===== config.mk =====
export PLATFORM = sky130hd
export DESIGN_NAME = accumulator_bank_flat
export DESIGN_NICKNAME = d
export VERILOG_FILES = /design/src/rtl/accumulator_bank_if.sv /design/src/rtl/accumulator_bank.sv /design/src/flat_wrapper.sv
export SDC_FILE = /design/constraint.sdc
export NUM_CORES = 1
export LEC_CHECK = 0
export ABC_AREA = 0
export CAP_MARGIN = 10
export CORE_ASPECT_RATIO = 1.25
export CORE_UTILIZATION = 67
export CTS_CLUSTER_DIAMETER = 30
export CTS_CLUSTER_SIZE = 10
export DETAILED_ROUTE_END_ITERATION = 8
export PLACE_DENSITY = 0.95
export SLEW_MARGIN = 30
export SYNTH_ARGS = -nofsm -noshare
export SYNTH_HDL_FRONTEND = slang
export SYNTH_HIERARCHICAL = 1
export SYNTH_SLANG_ARGS = --single-unit

===== constraint.sdc =====
create_clock -name clk -period 4.28 [get_ports clk]
set_input_delay 0.428 -clock clk [delete_from_list [all_inputs] [get_ports clk]]
set_output_delay 0.428 -clock clk [all_outputs]
set_load 0.005 [all_outputs]

===== src/rtl/accumulator_bank_if.sv =====
// Stream/dump/result handshake bundle for accumulator_bank.
// master = sample source / result consumer side, slave = the accumulator bank.
interface accumulator_bank_if #(
  parameter int IN_WIDTH  = 16,
  parameter int ACC_WIDTH = 24,
  parameter int CHANNELS  = 4,
  parameter int CH_W      = $clog2(CHANNELS)
);
  logic                 in_valid;
  logic                 in_ready;
  logic [IN_WIDTH-1:0]  in_data;
  logic [CH_W-1:0]      in_chan;
  logic                 dump_valid;
  logic                 dump_ready;
  logic [CH_W-1:0]      dump_chan;
  logic                 clear_all;
  logic                 out_valid;
  logic                 out_ready;
  logic [ACC_WIDTH-1:0] out_data;
  logic [CH_W-1:0]      out_chan;
  logic                 out_ovf;
  logic                 busy;

  modport master (
    output in_valid, in_data, in_chan, dump_valid, dump_chan, clear_all, out_ready,
    input  in_ready, dump_ready, out_valid, out_data, out_chan, out_ovf, busy
  );
  modport slave (
    input  in_valid, in_data, in_chan, dump_valid, dump_chan, clear_all, out_ready,
    output in_ready, dump_ready, out_valid, out_data, out_chan, out_ovf, busy
  );
endinterface


===== src/rtl/accumulator_bank.sv =====
// N-channel accumulator bank with read-and-clear dump, clear-all sweep and sticky overflow.
// Define ACC_SATURATE_EN to clamp on overflow instead of wrapping.
module acc_lane #(
  parameter int ACC_WIDTH = 24
) (
  input  logic                 clk,
  input  logic                 reset,
  input  logic                 add_en,
  input  logic [ACC_WIDTH-1:0] add_val,
  input  logic                 clr,
  output logic [ACC_WIDTH-1:0] acc_q,
  output logic                 ovf_q
);
  logic [ACC_WIDTH:0]   sum;
  logic [ACC_WIDTH-1:0] acc_d;
  logic                 ovf_d;

  always_comb begin
    sum   = {1'b0, acc_q} + {1'b0, add_val};
    acc_d = acc_q;
    ovf_d = ovf_q;
    if (clr) begin
      // a colliding sample lands on the freshly cleared register, so it cannot overflow
      acc_d = add_en ? add_val : '0;
      ovf_d = 1'b0;
    end else if (add_en) begin
      ovf_d = ovf_q | sum[ACC_WIDTH];
`ifdef ACC_SATURATE_EN
      acc_d = sum[ACC_WIDTH] ? '1 : sum[ACC_WIDTH-1:0];
`else
      acc_d = sum[ACC_WIDTH-1:0];
`endif
    end
  end

  always_ff @(posedge clk or negedge reset) begin
    if (!reset) begin
      acc_q <= '0;
      ovf_q <= 1'b0;
    end else begin
      acc_q <= acc_d;
      ovf_q <= ovf_d;
    end
  end
endmodule

module accumulator_bank #(
  parameter int IN_WIDTH  = 16,
  parameter int ACC_WIDTH = 24,
  parameter int CHANNELS  = 4,
  parameter int CH_W      = $clog2(CHANNELS)
) (
  input  logic             clk,
  input  logic             reset,
  accumulator_bank_if.slave bus
);
  typedef enum logic {IDLE, SWEEP} state_t;

  localparam logic [CH_W-1:0] LAST_CH = CH_W'(CHANNELS - 1);

  state_t                               state_q;
  logic [CH_W-1:0]                      cnt_q;
  logic                                 busy_q;
  logic [CHANNELS-1:0][ACC_WIDTH-1:0]   acc;
  logic [CHANNELS-1:0]                  ovf;
  logic                                 in_fire, dump_rdy, dump_fire;
  logic                                 out_valid_q, out_valid_d;
  logic [ACC_WIDTH-1:0]                 out_data_q, out_data_d;
  logic [CH_W-1:0]                      out_chan_q, out_chan_d;
  logic                                 out_ovf_q, out_ovf_d;

  assign in_fire   = bus.in_valid && !busy_q;
  assign dump_rdy  = !busy_q && (!out_valid_q || bus.out_ready);
  assign dump_fire = bus.dump_valid && dump_rdy;

  always_ff @(posedge clk or negedge reset) begin
    if (!reset) begin
      state_q <= IDLE;
      cnt_q   <= '0;
      busy_q  <= 1'b0;
    end else begin
      case (state_q)
        IDLE: if (bus.clear_all) begin
          state_q <= SWEEP;
          busy_q  <= 1'b1;
          cnt_q   <= '0;
        end
        SWEEP: if (cnt_q == LAST_CH) begin
          state_q <= IDLE;
          busy_q  <= 1'b0;
        end else begin
          cnt_q <= cnt_q + 1'b1;
        end
        default: state_q <= IDLE;
      endcase
    end
  end

  for (genvar i = 0; i < CHANNELS; i++) begin : g_lane
    acc_lane #(.ACC_WIDTH(ACC_WIDTH)) u_lane (
      .clk    (clk),
      .reset  (reset),
      .add_en (in_fire && bus.in_chan == CH_W'(i)),
      .add_val(ACC_WIDTH'(bus.in_data)),
      .clr    ((dump_fire && bus.dump_chan == CH_W'(i)) || (busy_q && cnt_q == CH_W'(i))),
      .acc_q  (acc[i]),
      .ovf_q  (ovf[i])
    );
  end

  always_comb begin
    out_valid_d = out_valid_q;
    out_data_d  = out_data_q;
    out_chan_d  = out_chan_q;
    out_ovf_d   = out_ovf_q;
    if (dump_fire) begin
      out_valid_d = 1'b1;
      out_data_d  = acc[bus.dump_chan];
      out_chan_d  = bus.dump_chan;
      out_ovf_d   = ovf[bus.dump_chan];
    end else if (out_valid_q && bus.out_ready) begin
      out_valid_d = 1'b0;
    end
  end

  always_ff @(posedge clk or negedge reset) begin
    if (!reset) begin
      out_valid_q <= 1'b0;
      out_data_q  <= '0;
      out_chan_q  <= '0;
      out_ovf_q   <= 1'b0;
    end else begin
      out_valid_q <= out_valid_d;
      out_data_q  <= out_data_d;
      out_chan_q  <= out_chan_d;
      out_ovf_q   <= out_ovf_d;
    end
  end

  assign bus.in_ready   = !busy_q;
  assign bus.dump_ready = dump_rdy;
  assign bus.busy       = busy_q;
  assign bus.out_valid  = out_valid_q;
  assign bus.out_data   = out_data_q;
  assign bus.out_chan   = out_chan_q;
  assign bus.out_ovf    = out_ovf_q;
endmodule


===== src/flat_wrapper.sv =====
// flat-port wrapper written by rule: the top's interface ports become plain ports
module accumulator_bank_flat 
#(
  parameter int IN_WIDTH  = 16,
  parameter int ACC_WIDTH = 24,
  parameter int CHANNELS  = 4,
  parameter int CH_W      = $clog2(CHANNELS)
)
  (clk, reset, bus_in_valid, bus_in_data, bus_in_chan, bus_dump_valid, bus_dump_chan, bus_clear_all, bus_out_ready, bus_in_ready, bus_dump_ready, bus_out_valid, bus_out_data, bus_out_chan, bus_out_ovf, bus_busy);
  accumulator_bank_if #(.IN_WIDTH(IN_WIDTH), .ACC_WIDTH(ACC_WIDTH), .CHANNELS(CHANNELS), .CH_W(CH_W)) bus_i ();
  input  logic clk;
  input  logic reset;
  input wire logic [$bits(bus_i.in_valid)-1:0] bus_in_valid;
  input wire logic [$bits(bus_i.in_data)-1:0] bus_in_data;
  input wire logic [$bits(bus_i.in_chan)-1:0] bus_in_chan;
  input wire logic [$bits(bus_i.dump_valid)-1:0] bus_dump_valid;
  input wire logic [$bits(bus_i.dump_chan)-1:0] bus_dump_chan;
  input wire logic [$bits(bus_i.clear_all)-1:0] bus_clear_all;
  input wire logic [$bits(bus_i.out_ready)-1:0] bus_out_ready;
  output wire logic [$bits(bus_i.in_ready)-1:0] bus_in_ready;
  output wire logic [$bits(bus_i.dump_ready)-1:0] bus_dump_ready;
  output wire logic [$bits(bus_i.out_valid)-1:0] bus_out_valid;
  output wire logic [$bits(bus_i.out_data)-1:0] bus_out_data;
  output wire logic [$bits(bus_i.out_chan)-1:0] bus_out_chan;
  output wire logic [$bits(bus_i.out_ovf)-1:0] bus_out_ovf;
  output wire logic [$bits(bus_i.busy)-1:0] bus_busy;
  assign bus_i.in_valid = bus_in_valid;
  assign bus_i.in_data = bus_in_data;
  assign bus_i.in_chan = bus_in_chan;
  assign bus_i.dump_valid = bus_dump_valid;
  assign bus_i.dump_chan = bus_dump_chan;
  assign bus_i.clear_all = bus_clear_all;
  assign bus_i.out_ready = bus_out_ready;
  assign bus_in_ready = bus_i.in_ready;
  assign bus_dump_ready = bus_i.dump_ready;
  assign bus_out_valid = bus_i.out_valid;
  assign bus_out_data = bus_i.out_data;
  assign bus_out_chan = bus_i.out_chan;
  assign bus_out_ovf = bus_i.out_ovf;
  assign bus_busy = bus_i.busy;
  accumulator_bank #(.IN_WIDTH(IN_WIDTH), .ACC_WIDTH(ACC_WIDTH), .CHANNELS(CHANNELS), .CH_W(CH_W)) u_core (.clk(clk), .reset(reset), .bus(bus_i));
endmodule

==> results of run 1 <==
## cells in the mapped netlist, drive strengths merged (10+ instances only)
| cell type | number | share of area [%] |
|---|---|---|
| nand4 | 27 | 1.5 |
| a31oi | 15 | 1.1 |
| mux2i | 40 | 3.5 |
| a22oi | 45 | 3.0 |
| nand2b | 10 | 0.55 |
| a21oi | 75 | 3.5 |
| and2 | 10 | 0.56 |
| xnor2 | 55 | 4.3 |
| mux4 | 25 | 5.1 |
| ha | 100 | 11 |
| a211oi | 14 | 1.0 |
| clkbuf | 41 | 1.4 |
| nand2 | 86 | 2.9 |
| o21ai | 142 | 6.3 |
| nor2b | 13 | 0.76 |
| a21o | 41 | 2.7 |
| buf | 22 | 1.4 |
| o31ai | 14 | 1.0 |
| nand3 | 27 | 1.2 |
| inv | 34 | 1.1 |
| xor2 | 29 | 2.2 |
| nor2 | 63 | 2.1 |
| mux2 | 32 | 3.4 |
| dfrtp | 132 | 29 |
## layout make-up
class	count	area, um^2	share of cell area [%]
clock buffer	18	429	3.38
multi-input combinational	1027	7800	61.4
inverter	34	128	1.00
clock inverter	14	129	1.01
timing repair buffer	68	649	5.11
tap	216	270	2.13
antenna	1	2.50	0.0197
sequential	132	3300	26.0
## sequential cells by signal, summed over array words and instances (netlist names)
name                        count
u_core/cnt_q                    2
u_core/g_lane.u_lane/ovf_q      4
u_core/bus.busy                 1
u_core/bus.out_data            24
u_core/bus.out_ovf              1
u_core/bus.out_valid            1
u_core/state_q                  1
u_core/g_lane.u_lane/acc_q     96
u_core/bus.out_chan             2
## power groups by stage
stage | clock network [mW] | registers, mW | logic (mW)
5_1_grt | 1.46 | 2.29 | 5.18
3_5_place_dp | 0 | 2.22 | 4.63
2_1_floorplan | 0 | 2.01 | 3.57
3_3_place_gp | 0 | 2.19 | 4.47
6_report | 1.38 | 2.24 | 4.81
4_1_cts | 1.40 | 2.22 | 4.66
## per-layer routing
metal	vias up	wire length, um
li1	4600	-
met1	4967	12700
met2	551	15700
met3	127	2410
met4	2	1400
met5	-	4
## how the worst max path moves through the flow
| stage | from | endpoint | slack [ns] | depth (start not counted) |
|---|---|---|---|---|
| after floorplan | bus_in_data[0] | u_core/g_lane[0].u_lane/acc_q[22]$_DFFE_PN0P_ | 1.74 | 11 |
| after global placement | bus_in_data[0] | u_core/g_lane[0].u_lane/acc_q[22]$_DFFE_PN0P_ | 0.86 | 12 |
| after detailed placement | bus_in_data[1] | u_core/g_lane[0].u_lane/acc_q[22]$_DFFE_PN0P_ | 0.77 | 11 |
| after CTS | bus_in_data[0] | u_core/g_lane[0].u_lane/acc_q[22]$_DFFE_PN0P_ | 1.19 | 12 |
| after global routing | bus_in_data[1] | u_core/g_lane[0].u_lane/acc_q[22]$_DFFE_PN0P_ | 1.06 | 11 |
| final | bus_in_data[0] | u_core/g_lane[0].u_lane/acc_q[22]$_DFFE_PN0P_ | 1.14 | 12 |
## kinds of logic (layout without fill, tap and decap cells)
| kind of cell | Yosys count | count (layout) |
|---|---|---|
| fa+ha+maj | 104 | 104 |
| flops | 132 | 132 |
| buf+inv | 99 | 134 |
| xor+xnor | 84 | 84 |
| compound gates | 412 | 412 |
| other cells | 1 | 65 |
| mux | 97 | 97 |
| simple gates | 266 | 266 |
## through the flow
stage          cell area (um^2)  setup slack (ns)  cells
3_5_place_dp              12100             0.769   1477
4_1_cts                   12700              1.19   1509
5_1_grt                   12700              1.06   1510
3_3_place_gp              12100             0.862   1477
6_report                  12700              1.14   1510
2_1_floorplan             11600              1.74   1258
==> parameters.txt, run 1 <==
Parameter                              Value

Timing
  Minimum clock period after layout ... 3.14 ns
  Worst hold slack ... 0.106 ns
  Final setup vio count ... 0
  Fmax achieved ... 318 MHz
  Aggregate negative setup slack ... 0 ns
  Final period util ... 73.4%
  Number of hold violations in the final report ... 0
  Count of final max-slew check failures ... 0
  Remaining max-slew budget at the tightest pin ... 35.9%
  Worst clock skew ... 0.00995 ns
  Pin slew with the least headroom to its limit ... 0.961 ns
  Unrepaired setup endpoints after global routing ... false

Floorplanning
  Num ports ... 57
  Die boundary height ... 147 um
  Count of standard-cell rows ... 52
  Full die area ... 17,400 um^2
  Die X ... 118 um
  Starting density of the core ... 69.3%
  Core area ... 16,300 um^2

Status
  Result of the run ... finished, final reports clean

Setup path
  Crit Reg-Reg Startpoint ... u_core/g_lane[0].u_lane/acc_q[0]$_DFFE_PN0P_
  Highest-delay cell along the critical path ... sky130_fd_sc_hd__clkdlybuf4s50_1
  Reg2Reg Setup Slack ... 1.48 ns
  Critical Path Sink Type ... flip-flop
  Longest individual stage delay on the worst path ... 0.68 ns
  CP Cell Sequence ... clkdlybuf4s50_1 > ha_1 > inv_1 > fa_1 > nor2b_2 > o211ai_2 > a31oi_4 > a221oi_4 > o21a_4 > o41ai_4 > xnor2_1 > o21ai_1
  Reg2reg end ... u_core/g_lane[0].u_lane/acc_q[22]$_DFFE_PN0P_
  Critical Path Start Type ... primary input
  Kind of critical path ... primary input to flip-flop
  Critical Path AT ... 3.43 ns
  Depth of the worst register-to-register path ... 11
  CP Max Fanout ... 8
  Required time at the worst-slack endpoint ... 4.57 ns
  Category of cells accounting for the largest share of critical-path delay ... compound AO/OA/AOI/OAI gates
  Number of buffer and inverter stages on the critical path ... 2

Power
  Maximum resistive drop on vdd ... 342 uV
  Reg power frac ... 26.6%
  Power Internal ... 4.66 mW
  Power dissipated by switching net loads ... 3.78 mW
  Share of power burned in the clock network ... 16.4%
  Fraction of power spent switching nets ... 44.8%
  Portion of total power attributed to combinational logic ... 57.0%
  Design Power ... 8.44 mW
  Power density cells ... 664 nW/um^2
  Leakage power ... 5.62 nW

Layout
  Most frequent cells in the layout ... 132 x sky130_fd_sc_hd__dfrtp_1, 100 x sky130_fd_sc_hd__ha_1, 86 x sky130_fd_sc_hd__nand2_1, 83 x sky130_fd_sc_hd__o21ai_0, 70 x sky130_fd_sc_hd__a21oi_1
  Most common library cell in the layout ignoring fill and taps ... sky130_fd_sc_hd__dfrtp_1
  Area growth from synthesis to final layout ... 12.3%
  Final core area utilization ... 77.8%
  Number of inserted filler cells in the final layout ... 1,085
  Net count, final ... 1,410
  Fraction of final layout cells with drive strength greater than 1 ... 11.2%

Routing
  First drt pass iteration count ... 8
  Final wirelength ... 32.3 mm
  Count of unresolved DRC violations after routing ... 0
  Count of vias placed by the detailed router ... 10,200
  Avg WL per Cell ... 21.4 um
  Violation count after the first detailed-routing iteration ... 1,172
  Detailed-route vias per instance ... 6.79
  Post-route ant nets ... 0

Logic synthesis
  Count of flip-flops with a built-in enable after synthesis ... 0
  Share of synthesized area spent on multiplexers ... 12.1%
  Fraction of the mapped netlist area in adder cells ... 11.8%
  Number of synthesis warnings ... 6
  Seq/Total Area, Yosys ... 29.2%
  Combinational family with the most area after synthesis ... compound AO/OA/AOI/OAI gates
  Synthesized flop and latch total ... 132
  Post-synthesis compound-gate area fraction ... 25.0%
  Ys flop type ... sky130_fd_sc_hd__dfrtp_1
  Cell count after synthesis ... 1,195
  Fraction of the mapped netlist area in simple logic gates ... 11.3%
  Proportion of register bits with asynchronous set or reset after synthesis ... 100%
  Xor and xnor fraction of the mapped netlist area ... 6.50%
  Syn_area_per_cell ... 9.48 um^2
  Post-synthesis instance area ... 11,300 um^2
  Yosys cell types ... 86

Clock network
  Number of levels the H-tree was split into ... 4
  Count of cells resized by post-cts repair ... 0
  Number of buffers added by the clock tree synthesis step ... 17
  Number of sinks on the clock net ... 132
  Buffer depth of the longest clock path ... 2
  Post-CTS Setup Inserts ... 0
  Hold buffers post-CTS ... 0
  CTS tree ... built
  Clock network latency to the later pin of the worst-skew pair ... 0.43 ns
  Clock Pin Slew Worst Setup and Hold Paths ... 0.06 ns
  Root buffer cell ... sky130_fd_sc_hd__clkbuf_16

Global route
  All-layer global routing usage ... 38.1%
  Maximum number of pins on one net before global-route repair ... 104
  GR Layer Usage met2 ... 64.5%
  Total grt overflow ... 0
  Via count of the first global-routing pass ... 9,975
  First-pass GRT wire length ... 51.6 mm
  Most utilized layer in the global route result ... met2
  Initial antenna violation count ... 2
  Met3 usage ... 4.89%
  Met1 Use GR ... 47.9%

Run
  Maximum capacitance violations ... 0

Min path
  Class of the most critical hold timing path ... primary input to async pin

Placed design
  Placer Congestion ... 1.05
  HPWL after detailed placement ... 24.1 mm
  Port buffer count ... 56
(Power assumes the default switching activity.)
==> inputs of run 2 (changes only) <==
Settings changed: CORE_UTILIZATION 67 to 56, PLACE_DENSITY 0.95 to 0.87.
Clock period 4.28 ns to 2.7 ns, I/O delays scaled along.
==> run 2 against run 1 <==
  * Final cell count increased by 14%
  * Sequential share of layout area decreased by 2.5 points
  * Utilization decreased by 6.1 points
==> parameters.txt, run 2 (synthesis results as in run 1) <==
Parameter                              Value

Timing
  Unrepaired setup endpoints after global routing ... true
  Final period util ... 98.9%
  Number of hold violations in the final report ... 0
  Final setup vio count ... 0
  Worst-case setup margin in the final layout ... 0.0293 ns
  Pin slew with the least headroom to its limit ... 0.968 ns
  Count of final max-slew check failures ... 0
  Remaining max-slew budget at the tightest pin ... 35.2%
  Fmax achieved ... 374 MHz
  Minimum clock period after layout ... 2.67 ns
  Worst hold slack ... 0.150 ns
  Worst clock skew ... 0.0112 ns

Clock network
  Number of buffers added by the clock tree synthesis step ... 17
  Number of sinks on the clock net ... 132
  CTS tree ... built
  Clock network latency to the later pin of the worst-skew pair ... 0.44 ns
  Root buffer cell ... sky130_fd_sc_hd__clkbuf_16
  Number of levels the H-tree was split into ... 4
  Clock Pin Slew Worst Setup and Hold Paths ... 0.06 ns
  Buffer depth of the longest clock path ... 2

Power
  Leakage power ... 6.45 nW
  Power density cells ... 1060 nW/um^2
  Maximum resistive drop on vdd ... 536 uV

Placed design
  Placer Congestion ... 0.991
  Number of instances in the placed design ... 1,678
  Port buffer count ... 56
  HPWL after detailed placement ... 27.0 mm
  Worst Setup Slack post-DPL ... -0.599 ns
  Post-detailed-placement cell area ... 13,400 um^2

Global route
  Maximum number of pins on one net before global-route repair ... 60
  Initial antenna violation count ... 1
  Total grt overflow ... 0
  All-layer global routing usage ... 36.2%
  Via count of the first global-routing pass ... 11,200
  First-pass GRT wire length ... 57.8 mm

Layout
  Top register by number of flip-flops ... u_core/g_lane.u_lane/acc_q
  Post-route design area ... 14,100 um^2
  Cell Count, Final, Fillers Out ... 1,715
  Net count, final ... 1,568
  Most frequent cells in the layout ... 165 x sky130_fd_sc_hd__buf_4, 132 x sky130_fd_sc_hd__dfrtp_1, 98 x sky130_fd_sc_hd__ha_1, 86 x sky130_fd_sc_hd__nand2_1, 83 x sky130_fd_sc_hd__o21ai_0
  Area growth from synthesis to final layout ... 24.3%
  Final core area utilization ... 71.8%
  Number of inserted filler cells in the final layout ... 1,393
  Most common library cell in the layout ignoring fill and taps ... sky130_fd_sc_hd__buf_4
  Max FFs per register ... 96
  Fraction of final layout cells with drive strength greater than 1 ... 21.7%
  Antenna diode instance count ... 0

Floorplanning
  Core area ... 19,600 um^2
  Full die area ... 20,800 um^2
  Num ports ... 57
  Count of standard-cell rows ... 57
  Die X ... 129 um
  Die boundary height ... 161 um
  Starting density of the core ... 57.7%

Setup path
  Required time at the worst-slack endpoint ... 3.07 ns
  Depth of the worst register-to-register path ... 9
  Critical path launch point ... bus_in_data[2]
  Kind of critical path ... primary input to flip-flop
  Reg2reg end ... u_core/g_lane[1].u_lane/acc_q[13]$_DFFE_PN0P_
  Critical Path Sink Type ... flip-flop
  CP Max Fanout ... 4
  Critical Path AT ... 3.04 ns
  Crit Reg-Reg Startpoint ... u_core/g_lane[1].u_lane/acc_q[8]$_DFFE_PN0P_
  Worst setup path endpoint ... u_core/g_lane[0].u_lane/acc_q[13]$_DFFE_PN0P_
  Critical Path Start Type ... primary input
  Reg2Reg Setup Slack ... 0.06 ns

Routing
  Post-route ant nets ... 0
  Final wirelength ... 37.0 mm
  First drt pass iteration count ... 5
  Count of vias placed by the detailed router ... 11,200
  Detailed-route vias per instance ... 6.53
  Count of unresolved DRC violations after routing ... 0
  Violation count after the first detailed-routing iteration ... 1,113
  Avg WL per Cell ... 21.6 um

Run
  Maximum capacitance violations ... 0

Status
  Result of the run ... finished, final reports clean

Min path
  Class of the most critical hold timing path ... primary input to flip-flop
-- run 2: cell count changes in the layout (fill, tap and decap cells not counted), sizes merged --
cell | previous run | this run
dlygate4sd3 | 0 | 1
dlymetal6s2s | 0 | 3
clkbuf | 19 | 18
bufinv | 1 | 2
buf | 13 | 171
clkinv | 4 | 6
diode | 1 | 0
inv | 37 | 35
clkinvlp | 6 | 4
clkdlybuf4s50 | 54 | 50
dlygate4sd2 | 0 | 1
-- run 2: metrics by stage --
step | total power, mW | setup TNS (ns)
2_1_floorplan | 8.85 | 0
3_3_place_gp | 11.6 | -14.07
3_5_place_dp | 12.0 | -18.41
4_1_cts | 14.5 | 0
5_1_grt | 15.7 | -0.0670
6_report | 14.9 | 0
-- run 2: worst min-delay path by stage --
stage	from	endpoint	slack, ns	cells after the start
3_3_place_gp	reset	u_core/g_lane[3].u_lane/acc_q[0]$_DFFE_PN0P_	0.28	1
3_5_place_dp	reset	u_core/bus.out_data[3]$_DFFE_PN0P_	0.28	1
2_1_floorplan	reset	u_core/bus.busy$_DFFE_PN0P_	-0.03	0
6_report	bus_dump_chan[0]	u_core/bus.out_chan[0]$_DFFE_PN0P_	0.15	2
4_1_cts	bus_dump_chan[0]	u_core/bus.out_chan[0]$_DFFE_PN0P_	0.15	2
5_1_grt	bus_dump_chan[0]	u_core/bus.out_chan[0]$_DFFE_PN0P_	0.17	2
-- run 2: layout make-up --
cell class | instances | area, um^2 | share of cell area, %
Clock inverter | 13 | 136 | 0.969
Tap cell | 265 | 332 | 2.35
Inverter | 34 | 128 | 0.906
Clock buffer | 18 | 429 | 3.05
Timing Repair Buffer | 226 | 1880 | 13.4
Sequential cell | 132 | 3300 | 23.5
Multi-Input combinational cell | 1027 | 7870 | 55.9
-- run 2: worst max-delay path, cell delays in order --
cell	delay, ns
sky130_fd_sc_hd__clkdlybuf4s50_1	0.57
sky130_fd_sc_hd__ha_1	0.43
sky130_fd_sc_hd__nor2b_1	0.23
sky130_fd_sc_hd__a311o_2	0.28
sky130_fd_sc_hd__a21boi_1	0.11
sky130_fd_sc_hd__o31a_1	0.37
sky130_fd_sc_hd__or3_1	0.37
sky130_fd_sc_hd__a311oi_1	0.29
sky130_fd_sc_hd__a21o_1	0.12
-- run 2: repair_timing --
item / 4_1_cts / 5_1_grt
resized for setup: 1 / 20
endpoints found under the hold margin: 57 / 0
setup endpoints to repair: 11 / 18
pin swaps: 4 / 8
hold buffers: 1 / 0
setup buffers: 0 / 5
-- run 2: per-layer routing --
metal	GRT usage, %	share of wire, %	wire length, um
met1	42.8	37	13700
met2	59.8	49	18000
met5	0	0.035	13
met3	7.95	8.3	3050
met4	21.3	5.9	2200
-- run 2: power breakdown --
part	switching [mW]	internal, mW	total, mW
Sequential	0.857	2.73	3.58
Clock	0.950	1.35	2.30
Combinational	4.74	4.30	9.04
Total	6.54	8.38	14.9
==> inputs of run 3 (changes only) <==
Settings changed: SETUP_SLACK_MARGIN set to 0.2.
==> run 3 against run 2 <==
  * The run now ends with setup timing left
  * Non-clock buffer count rose by 34
  * Critical path depth rose by 4
  * First-iteration DRC count rose by 54%
  * Wire length rose by 13%
  * Final area rose by 3.8%
  * Global-route usage rose by 0.57 points
  * Register-to-register slack got worse by 0.09 ns
  * Sequential power rose by 3%
  * Sequential share of layout area fell by 0.86 points
  * Utilization rose by 2.8 points
  * Fmax fell by 2.2%
==> parameters.txt, run 3 (synthesis results as in run 1) <==
Parameter                              Value

Status
  Result of the run ... complete, but fails checks
  Failing checks ... setup timing

Setup path
  Number of buffer and inverter stages on the critical path ... 3
  Critical Path Sink Type ... flip-flop
  Reg2Reg Setup Slack ... -0.03 ns
  Highest-delay cell along the critical path ... sky130_fd_sc_hd__fa_2
  Kind of critical path ... flip-flop to flip-flop
  Category of cells accounting for the largest share of critical-path delay ... compound AO/OA/AOI/OAI gates
  CP Max Fanout ... 3
  CP Cell Sequence ... ha_1 > inv_1 > fa_2 > nor2b_4 > o211ai_4 > a31oi_4 > buf_4 > buf_4 > o21ai_1 > nand2b_1 > a31oi_2 > xor2_1 > o21ai_1
  Longest individual stage delay on the worst path ... 0.40 ns
  Reg2reg end ... u_core/g_lane[1].u_lane/acc_q[10]$_DFFE_PN0P_
  Crit Reg-Reg Startpoint ... u_core/g_lane[1].u_lane/acc_q[0]$_DFFE_PN0P_
  Critical Path Start Type ... flip-flop
  Depth of the worst register-to-register path ... 13
  Critical Path AT ... 3.03 ns
  Required time at the worst-slack endpoint ... 2.99 ns

Clock network
  Root buffer cell ... sky130_fd_sc_hd__clkbuf_16
  Buffer depth of the longest clock path ... 2
  Number of sinks on the clock net ... 132
  Clock Pin Slew Worst Setup and Hold Paths ... 0.06 ns
  Number of levels the H-tree was split into ... 4
  Clock network latency to the later pin of the worst-skew pair ... 0.44 ns
  CTS tree ... built
  Number of buffers added by the clock tree synthesis step ... 17

Power
  Fraction of power spent switching nets ... 45.2%
  Share of power burned in the clock network ... 14.5%
  Power Internal ... 8.77 mW
  Power density cells ... 1090 nW/um^2
  Maximum resistive drop on vdd ... 582 uV
  Portion of total power attributed to combinational logic ... 62.4%
  Leakage power ... 6.69 nW
  Power dissipated by switching net loads ... 7.23 mW
  Reg power frac ... 23.0%

Layout
  Net count, final ... 1,602
  Most frequent cells in the layout ... 195 x sky130_fd_sc_hd__buf_4, 131 x sky130_fd_sc_hd__dfrtp_1, 93 x sky130_fd_sc_hd__ha_1, 86 x sky130_fd_sc_hd__nand2_1, 81 x sky130_fd_sc_hd__o21ai_0
  Cell Count, Final, Fillers Out ... 1,750
  Number of inserted filler cells in the final layout ... 1,300
  Most common library cell in the layout ignoring fill and taps ... sky130_fd_sc_hd__buf_4
  Max FFs per register ... 96
  Top register by number of flip-flops ... u_core/g_lane.u_lane/acc_q
  Final core area utilization ... 74.5%
  Fraction of final layout cells with drive strength greater than 1 ... 25.6%
  Area growth from synthesis to final layout ... 29.1%

Global route
  First-pass GRT wire length ... 58.6 mm
  Initial antenna violation count ... 3
  All-layer global routing usage ... 36.7%
  Total grt overflow ... 0
  Via count of the first global-routing pass ... 11,300
  Maximum number of pins on one net before global-route repair ... 60

Timing
  Number of hold violations in the final report ... 0
  Pin slew with the least headroom to its limit ... 0.939 ns
  Worst-case setup margin in the final layout ... -0.0312 ns
  Unrepaired setup endpoints after global routing ... true
  Fmax achieved ... 366 MHz
  Final setup vio count ... 1
  Worst hold slack ... 0.158 ns
  Final period util ... 101%
  Remaining max-slew budget at the tightest pin ... 37.2%
  Count of final max-slew check failures ... 0
  Minimum clock period after layout ... 2.73 ns
  Worst clock skew ... 0.0110 ns

Placed design
  HPWL after detailed placement ... 27.0 mm
  Worst Setup Slack post-DPL ... -0.599 ns
  Port buffer count ... 56
  Placer Congestion ... 0.991
  Number of instances in the placed design ... 1,678

Routing
  Count of unresolved DRC violations after routing ... 0
  Detailed-route vias per instance ... 6.80
  Count of vias placed by the detailed router ... 11,900
  First drt pass iteration count ... 7
  Violation count after the first detailed-routing iteration ... 1,715
  Avg WL per Cell ... 23.9 um
  Final wirelength ... 41.8 mm
  Post-route ant nets ... 0

Floorplanning
  Starting density of the core ... 57.7%
  Core area ... 19,600 um^2
  Die boundary height ... 161 um
  Count of standard-cell rows ... 57
  Die X ... 129 um
  Num ports ... 57
  Full die area ... 20,800 um^2

Min path
  Class of the most critical hold timing path ... primary input to flip-flop
  Start point of the worst min-delay path ... bus_dump_chan[0]
  Instance count along the most critical hold path ... 2
  Destination of the worst hold path ... u_core/bus.out_chan[0]$_DFFE_PN0P_

Run
  Maximum capacitance violations ... 0
[run 3: changes by cell type in the layout (fill, tap and decap cells not counted), sizes merged]
cell           before  now
buf               171  205
clkbuf             18   19
clkdlybuf4s50      50   43
diode               0    1
dlygate4sd2         1    5
dlymetal6s2s        3    5
[run 3: cell type report]
| cell class | count | area [um^2] | area share [%] |
|---|---|---|---|
| Multi-Input combinational cell | 1027 | 8140 | 55.7 |
| Clock inverter | 13 | 136 | 0.933 |
| Inverter | 34 | 128 | 0.873 |
| Antenna cell | 1 | 2.50 | 0.0171 |
| Timing Repair Buffer | 260 | 2150 | 14.7 |
| Clock buffer | 18 | 429 | 2.94 |
| Sequential cell | 132 | 3300 | 22.6 |
| Tap cell | 265 | 332 | 2.27 |
[run 3: worst register-to-register path, stage by stage, from the launching register on]
cell and delay [ns]:
sky130_fd_sc_hd__dfrtp_1 0.38, sky130_fd_sc_hd__ha_1 0.23, sky130_fd_sc_hd__inv_1 0.07, sky130_fd_sc_hd__fa_2 0.40, sky130_fd_sc_hd__nor2b_4 0.18, sky130_fd_sc_hd__o211ai_4 0.11
sky130_fd_sc_hd__a31oi_4 0.23, sky130_fd_sc_hd__buf_4 0.15, sky130_fd_sc_hd__buf_4 0.11, sky130_fd_sc_hd__o21ai_1 0.06, sky130_fd_sc_hd__nand2b_1 0.21, sky130_fd_sc_hd__a31oi_2 0.17
sky130_fd_sc_hd__xor2_1 0.19, sky130_fd_sc_hd__o21ai_1 0.09
[run 3: timing repair]
action / in CTS / in global routing
hold buffers: 1 / 0
setup endpoints to repair: 43 / 44
gates resized for setup: 26 / 57
pin swaps: 15 / 30
setup buffers: 15 / 24
hold endpoints to repair: 57 / 0
[run 3: worst max-delay path by stage]
stage / from / endpoint / slack (ns) / cells past startpoint
after floorplan: u_core/g_lane[0].u_lane/acc_q[0]$_DFFE_PN0P_ / u_core/g_lane[0].u_lane/acc_q[22]$_DFFE_PN0P_ / 0.24 / 11
after global placement: bus_in_data[0] / u_core/g_lane[0].u_lane/acc_q[22]$_DFFE_PN0P_ / -0.47 / 12
after detailed placement: bus_in_data[0] / u_core/g_lane[0].u_lane/ovf_q$_DFFE_PN0P_ / -0.60 / 12
after CTS: u_core/g_lane[0].u_lane/acc_q[0]$_DFFE_PN0P_ / u_core/g_lane[0].u_lane/ovf_q$_DFFE_PN0P_ / 0.16 / 11
after global routing: u_core/g_lane[1].u_lane/acc_q[0]$_DFFE_PN0P_ / u_core/g_lane[1].u_lane/acc_q[10]$_DFFE_PN0P_ / -0.06 / 13
final: u_core/g_lane[1].u_lane/acc_q[0]$_DFFE_PN0P_ / u_core/g_lane[1].u_lane/acc_q[10]$_DFFE_PN0P_ / -0.03 / 13
[run 3: layer usage]
| layer | part of all wire [%] | wire length [um] | GRT usage (%) | up-vias |
|---|---|---|---|---|
| met4 | 8.9 | 3720 | 24.3 | 4 |
| met3 | 10 | 4340 | 8.55 | 363 |
| met1 | 34 | 14400 | 42.7 | 5632 |
| li1 | - | - | - | 4982 |
| met5 | 0.065 | 27 | 0 | - |
| met2 | 46 | 19400 | 60.1 | 927 |
[run 3: power groups by stage]
stage | clock, mW | combinational, mW | sequential [mW]
final | 2.32 | 9.99 | 3.68
after CTS | 2.30 | 8.86 | 3.51
after global placement | 0 | 8.16 | 3.46
after floorplan | 0 | 5.66 | 3.19
after global routing | 2.40 | 10.5 | 3.71
after detailed placement | 0 | 8.45 | 3.53
[run 3: through the flow]
stage	power, mW	TNS [ns]	cell area, um^2
final	16.0	-0.0312	14600
after global routing	16.6	-0.0580	14600
after CTS	14.7	0	14200
after detailed placement	12.0	-18.41	13400
after global placement	11.6	-14.07	13400
after floorplan	8.85	0	11600
